**config.mk**
```make
export PLATFORM = sky130hd
export DESIGN_NAME = commit_trace_buffer
export DESIGN_NICKNAME = d
export VERILOG_FILES = /design/src/rtl/commit_trace_buffer_pkg.sv /design/src/rtl/commit_trace_buffer_fifo.sv /design/src/rtl/commit_trace_buffer.sv
export SDC_FILE = /design/constraint.sdc
export NUM_CORES = 2
export LEC_CHECK = 0
export CORE_ASPECT_RATIO = 1.4
export CORE_UTILIZATION = 35
export CTS_BUF_LIST = sky130_fd_sc_hd__clkbuf_16
export DETAILED_ROUTE_END_ITERATION = 12
export SLEW_MARGIN = 15
export SYNTH_ARGS = -nofsm -noshare
export SYNTH_HDL_FRONTEND = slang
export SYNTH_SLANG_ARGS = --single-unit
```
**constraint.sdc**
```tcl
create_clock -name clock -period 5.7 [get_ports clock]
set_clock_uncertainty 0.1 [all_clocks]
set_input_delay 0.57 -clock clock [delete_from_list [all_inputs] [get_ports clock]]
set_output_delay 0.57 -clock clock [all_outputs]
set_load 0.05 [all_outputs]
```
**src/rtl/commit_trace_buffer_pkg.sv**
```systemverilog
// Shared definitions for the commit trace buffer: record layout, kinds and packing.
package commit_trace_buffer_pkg;

  localparam int SEQ_W  = 8;
  localparam int PC_W   = 12;
  localparam int ADDR_W = 12;
  localparam int DATA_W = 32;
  localparam int RFA_W  = 5;
  localparam int REC_W  = 66;

  typedef enum logic [1:0] {
    KIND_NONE = 2'b00,
    KIND_REG  = 2'b01,
    KIND_MEM  = 2'b10
  } kind_e;

  // Field order fixes the wire layout: {seq, kind, pc, addr, data}, MSB first.
  typedef struct packed {
    logic [SEQ_W-1:0]  seq;
    kind_e             kind;
    logic [PC_W-1:0]   pc;
    logic [ADDR_W-1:0] addr;
    logic [DATA_W-1:0] data;
  } trace_rec_t;

  function automatic logic [REC_W-1:0] packRecord(
    input logic [SEQ_W-1:0]  seq,
    input kind_e             kind,
    input logic [PC_W-1:0]   pc,
    input logic [ADDR_W-1:0] addr,
    input logic [DATA_W-1:0] data
  );
    trace_rec_t rec;
    rec.seq  = seq;
    rec.kind = kind;
    rec.pc   = pc;
    rec.addr = addr;
    rec.data = data;
    return rec;
  endfunction

endpackage

```
**src/rtl/commit_trace_buffer_fifo.sv**
```systemverilog
// Record FIFO with up to two pushes and one pop per cycle. The caller
// guarantees there is room for whatever it pushes and only asserts push1_i
// together with push0_i.
module commit_trace_buffer_fifo
  import commit_trace_buffer_pkg::*;
#(
  parameter int DEPTH = 16
) (
  input  logic                   clock,
  input  logic                   reset,
  input  logic                   push0_i,
  input  logic                   push1_i,
  input  logic [REC_W-1:0]       rec0_i,
  input  logic [REC_W-1:0]       rec1_i,
  input  logic                   pop_i,
  output logic                   valid_o,
  output logic [REC_W-1:0]       head_o,
  output logic [$clog2(DEPTH):0] level_o
);

  localparam int AW = $clog2(DEPTH);

  logic [REC_W-1:0] mem_q [DEPTH];
  logic [AW-1:0]    wrPtr_q, wrPtr_d;
  logic [AW-1:0]    rdPtr_q, rdPtr_d;
  logic [AW:0]      level_q, level_d;
  logic             popFire;
  logic [1:0]       pushCount;

  // Pointer and occupancy next-state; pointers wrap naturally at DEPTH.
  always_comb begin
    popFire   = pop_i & (level_q != '0);
    pushCount = {1'b0, push0_i} + {1'b0, push1_i};
    wrPtr_d   = wrPtr_q + AW'(pushCount);
    rdPtr_d   = rdPtr_q + AW'(popFire);
    level_d   = level_q + (AW+1)'(pushCount) - (AW+1)'(popFire);
  end

  // Pointer and occupancy registers; reset discards every queued record.
  always_ff @(posedge clock or negedge reset) begin
    if (!reset) begin
      wrPtr_q <= '0;
      rdPtr_q <= '0;
      level_q <= '0;
    end else begin
      wrPtr_q <= wrPtr_d;
      rdPtr_q <= rdPtr_d;
      level_q <= level_d;
    end
  end

  // Storage write; the second record lands in the slot after the first so it drains later.
  always_ff @(posedge clock) begin
    if (push0_i) mem_q[wrPtr_q] <= rec0_i;
    if (push1_i) mem_q[wrPtr_q + AW'(1)] <= rec1_i;
  end

  // Head is forced to zero when empty so stale storage never leaks out.
  always_comb begin
    valid_o = (level_q != '0);
    head_o  = valid_o ? mem_q[rdPtr_q] : '0;
    level_o = level_q;
  end

endmodule

```
**src/rtl/commit_trace_buffer.sv**
```systemverilog
// Commit trace buffer: qualifies register/memory commits, packs them into
// sequence-numbered records and queues them for a valid/ready consumer.
module commit_trace_buffer
  import commit_trace_buffer_pkg::*;
#(
  parameter int DEPTH = 16
) (
  input  logic                   clock,
  input  logic                   reset,
  input  logic                   enable,
  input  logic [PC_W-1:0]        pc,
  input  logic                   rf_we,
  input  logic [RFA_W-1:0]       rf_waddr,
  input  logic [DATA_W-1:0]      rf_wdata,
  input  logic                   dm_we,
  input  logic [ADDR_W-1:0]      dm_addr,
  input  logic [DATA_W-1:0]      dm_wdata,
  output logic                   out_valid,
  input  logic                   out_ready,
  output logic [REC_W-1:0]       out_data,
  output logic [15:0]            drop_count,
  output logic [$clog2(DEPTH):0] level
);

  localparam int LW = $clog2(DEPTH) + 1;

  logic             regEvent, memEvent;
  logic [1:0]       need;
  logic [LW-1:0]    freeSlots;
  logic             accept, dropCycle;
  logic             push0, push1;
  logic [REC_W-1:0] rec0, rec1;
  logic [SEQ_W-1:0] seq_q, seq_d;
  logic [15:0]      dropCount_q, dropCount_d;

  // Decide what this cycle commits: all events fit in the space held at the
  // start of the cycle, or the whole cycle is dropped.
  always_comb begin
    regEvent  = enable & rf_we & (rf_waddr != '0);
    memEvent  = enable & dm_we;
    need      = {1'b0, regEvent} + {1'b0, memEvent};
    freeSlots = LW'(DEPTH) - level;
    accept    = (need != 2'd0) && (freeSlots >= LW'(need));
    dropCycle = (need != 2'd0) && !accept;
    push0     = accept;
    push1     = accept & regEvent & memEvent;
    rec0 = regEvent
         ? packRecord(seq_q, KIND_REG, pc, ADDR_W'(rf_waddr), rf_wdata)
         : packRecord(seq_q, KIND_MEM, pc, dm_addr, dm_wdata);
    rec1 = packRecord(seq_q + SEQ_W'(1), KIND_MEM, pc, dm_addr, dm_wdata);
    seq_d       = accept ? seq_q + SEQ_W'(need) : seq_q;
    dropCount_d = (dropCycle && dropCount_q != 16'hFFFF) ? dropCount_q + 16'd1 : dropCount_q;
  end

  // Sequence number and saturating drop counter.
  always_ff @(posedge clock or negedge reset) begin
    if (!reset) begin
      seq_q       <= '0;
      dropCount_q <= '0;
    end else begin
      seq_q       <= seq_d;
      dropCount_q <= dropCount_d;
    end
  end

  commit_trace_buffer_fifo #(
    .DEPTH(DEPTH)
  ) u_fifo (
    .clock   (clock),
    .reset   (reset),
    .push0_i (push0),
    .push1_i (push1),
    .rec0_i  (rec0),
    .rec1_i  (rec1),
    .pop_i   (out_ready),
    .valid_o (out_valid),
    .head_o  (out_data),
    .level_o (level)
  );

  assign drop_count = dropCount_q;

endmodule
```
==> impl_metrics.py <==
metrics = {
    "finish": {
        "layout.nets": 3972,
        "final_common_cell": "edfxtp_1",
        "regArea_um2": 32300,
        "layout_common_cells": "1024 x edfxtp_1, 517 x o22ai_1, 338 x nand2_1",
        "postLayoutCellArea_um2": 61100,
        "drive_gt1_share_pct": 18.4,
        "nFillCells": 13500,
        "fin_util_pct": 41.1,
        "syn2layout_area_growth_pct": 16.1,
        "multi_input_area_um2": 18700,
    },
    "sta": {
        "worstMarginPinSlew_ns": 1.17,
        "final_max_slew_viol_count": 0,
        "report.final.hold_viol_count": 0,
        "slew_headroom_pct": 19.5,
        "max_freq_mhz": 195,
        "rsz0062_at_grt": "no",
        "finalSetupViolCount": 0,
        "whs_ns": 0.359,
        "fin_setup_tns_ns": 0,
        "setup_ws_ns": 0.561,
        "period_minus_slack_ns": 5.14,
        "period_share_pct": 90.2,
    },
    "run": {
        "maxCapViolations": 0,
    },
    "worst_setup_path": {
        "cp-start-kind": "flop",
        "crit_start": "u_fifo.level_o[2]$_DFF_PN0_",
        "worstReg2RegEnd": "u_fifo.mem_q[4][10]$_DFFE_PP_",
        "worst_ep_required_time_ns": 5.03,
        "reg2reg_from": "u_fifo.level_o[0]$_DFF_PN0_",
        "endpoint": "out_data[63]",
        "crit_fanout": 26,
        "crit_buf_inv": 4,
        "cp.depth": 9,
        "cp.arrival_ns": 4.47,
        "slowest_stage": "clkdlybuf4s50_1",
        "cp-end-kind": "primary output",
        "r2r_slack_ns": 1.77,
        "crit_path_max_incr_delay_ns": 0.92,
        "worstPathCellList": "inv_1 -> ha_1 -> and2_1 -> ha_1 -> inv_1 -> nand2_4 -> buf_4 -> o22ai_1 -> clkdlybuf4s50_1",
        "path_delay_family": "buffers and inverters",
        "path_class": "flop to primary output",
        "rr_worst_depth": 9,
    },
    "drt": {
        "vias_per_cell": 6.17,
        "finalWirelength_mm": 179,
        "drt_pre_antenna_iters": 7,
        "num_vias": 36300,
        "wl_per_cell_um": 30.4,
        "postRouteAntennaNets": 0,
        "drc": 0,
        "drt-initial-drc-count": 4835,
    },
    "synth": {
        "ys_warn_count": 0,
        "synth_area_leader_cell": "edfxtp_1",
        "synth_cell_types": 74,
        "avgSynthCellArea_um2": 14.0,
        "netlist_instances": 3748,
        "synth_top_area_share_pct": 58.5,
        "synth_seq_cells": 1093,
        "synth.area.top_cells": "edfxtp_1 58%, mux4_2 11%, o22ai_1 6.2%, mux2i_1 3.2%, nand2_1 2.5%",
        "synth_nets": 3872,
        "yosysSeqAreaShare_pct": 61.5,
        "syn_area_um2": 52600,
        "synthFlopType": "edfxtp_1",
        "ys_async_sr_fraction_pct": 3.39,
        "synth-edff-count": 1024,
    },
    "power_and_ir_drop": {
        "pwr-share-clk_pct": 23.6,
        "p_per_area_nw_per_um2": 487,
        "p_comb_share_pct": 41.3,
        "swShare_pct": 39.3,
        "peakVddDrop_mv": 0.495,
        "p_sw_uw": 11700,
        "intPower_uw": 18100,
        "power.leakage_uw": 0.0197,
        "seq_power_share_pct": 35.1,
    },
    "cts": {
        "clk_pin_slew_ns": 0.06,
        "cts_tree": "yes",
        "post_cts_buffers": 0,
        "ctsResizeCount": 0,
        "hold_buffers": 1,
        "clkLatencyLatePin_ns": 0.74,
        "clock_sinks": 1093,
        "clockBufferDepth": 3,
        "numCtsBuffers": 105,
        "ctsHtreeMaxLevel": 3,
        "clk_root_buffer_cell": "clkbuf_16",
    },
    "placed_design": {
        "placed_area_um2": 57600,
        "routabilityCongestion": 0.892,
        "hpwlAfterDp_mm": 106,
        "portBuffers": 186,
        "dp_worst_setup_slack_ns": 0.335,
    },
    "grt": {
        "antenna_found_initial": 2,
        "grt_max_degree": 56,
        "grt_pass1_wl_mm": 257,
        "grt_pass1_vias": 36700,
        "track_usage_pct": 23.4,
        "gr-total-overflow": 0,
    },
    "worst_hold_path": {
        "hold_path.class": "flop to flop",
        "hp-start": "u_fifo.mem_q[15][56]$_SDFFE_PP0P_",
    },
    "die": {
        "die_height_um": 461,
        "core_area_um2": 149000,
        "die_w_um": 330,
        "rows": 167,
        "initial_utilization_pct": 35.4,
        "dieArea_um2": 152000,
        "io-pin-count": 187,
    },
    "outcome": {
        "run_status": "complete, no violations",
    },
}
## per-stage QoR
step / cells / total power, µW
after floorplan: 3748 / 18200
after global placement: 5683 / 22800
after detailed placement: 5683 / 22900
after CTS: 5883 / 29800
after global routing: 5884 / 30700
final: 5885 / 29800
## synthesized netlist by cell type, types with 22 or more instances
| library cell | instances |
|---|---|
| a21oi_1 | 42 |
| a22o_1 | 40 |
| a32o_1 | 46 |
| and2_1 | 184 |
| buf_1 | 31 |
| buf_2 | 125 |
| clkbuf_1 | 231 |
| dfrtp_1 | 37 |
| dfxtp_1 | 32 |
| edfxtp_1 | 1024 |
| ha_1 | 22 |
| inv_1 | 30 |
| mux2i_1 | 169 |
| mux4_2 | 264 |
| nand2_1 | 345 |
| nand3_1 | 22 |
| nor2_1 | 79 |
| nor2b_1 | 115 |
| o21ai_0 | 162 |
| o22ai_1 | 517 |
| o2bb2ai_1 | 37 |
## registers in the layout, indices dropped and copies added (netlist names)
register        cells
u_fifo.mem_q     1056
drop_count         16
seq_q               8
u_fifo.level_o      5
u_fifo.rdPtr_q      4
u_fifo.wrPtr_q      4
## kinds of logic after synthesis
kind of cell               after synthesis  share of synthesized area [%]
DFF                                   1093                           61.5
muxes                                  438                           14.6
and+or+nand+nor                        811                           7.70
AOI/OAI and AO/OA                      912                           11.4
xor gates and xnor gates                32                          0.533
adders and majority gates               25                          0.638
buffers and inverters                  437                           3.65
## worst min path at each step
stage,slack (ns),depth (start not counted),endpoint
floorplan,0.17,0,drop_count[0]$_DFFE_PN0P_
global placement,0.34,2,u_fifo.mem_q[6][56]$_SDFFE_PP0P_
detailed placement,0.35,2,u_fifo.mem_q[13][56]$_SDFFE_PP0P_
CTS,0.36,2,u_fifo.mem_q[6][56]$_SDFFE_PP0P_
global route,0.37,2,u_fifo.mem_q[6][56]$_SDFFE_PP0P_
finish,0.36,2,u_fifo.mem_q[15][56]$_SDFFE_PP0P_
## area by class of cell
type / instances / share of cell area (%)
Sequential cell: 1093 / 52.9
Tap cell: 1943 / 3.98
Inverter: 31 / 0.211
Antenna cell: 2 / 0.00820
Multi-Input combinational cell: 2218 / 30.6
Timing Repair Buffer: 399 / 6.67
Clock buffer: 106 / 4.34
Clock inverter: 93 / 1.22
## worst register-to-register path: cells and delay by family, from the launching register on
kind	cells	cell delay, ns
buffers and inverters	4	1.23
AND/OR/NAND/NOR	2	0.83
AO/OA/AOI/OAI	2	0.82
flip-flops	1	0.40
adder cells (fa/ha/maj)	1	0.22
## power by group through the flow
stage	logic, µW	registers, µW	clock network, µW
6_report	12300	10400	7030
3_3_place_gp	12200	10600	0
5_1_grt	12800	10500	7370
4_1_cts	12300	10400	7110
2_1_floorplan	8000	10200	0
3_5_place_dp	12300	10600	0
## layer usage
layer	vias up	GRT usage, %	part of all wire (%)
met1	18500	30.2	38
met5	-	0	0.0056
met2	2342	38.2	48
li1	15000	-	-
met3	471	4.07	9.8
met4	2	10.6	4.7
Note: power is estimated with default switching activity, not from simulation.
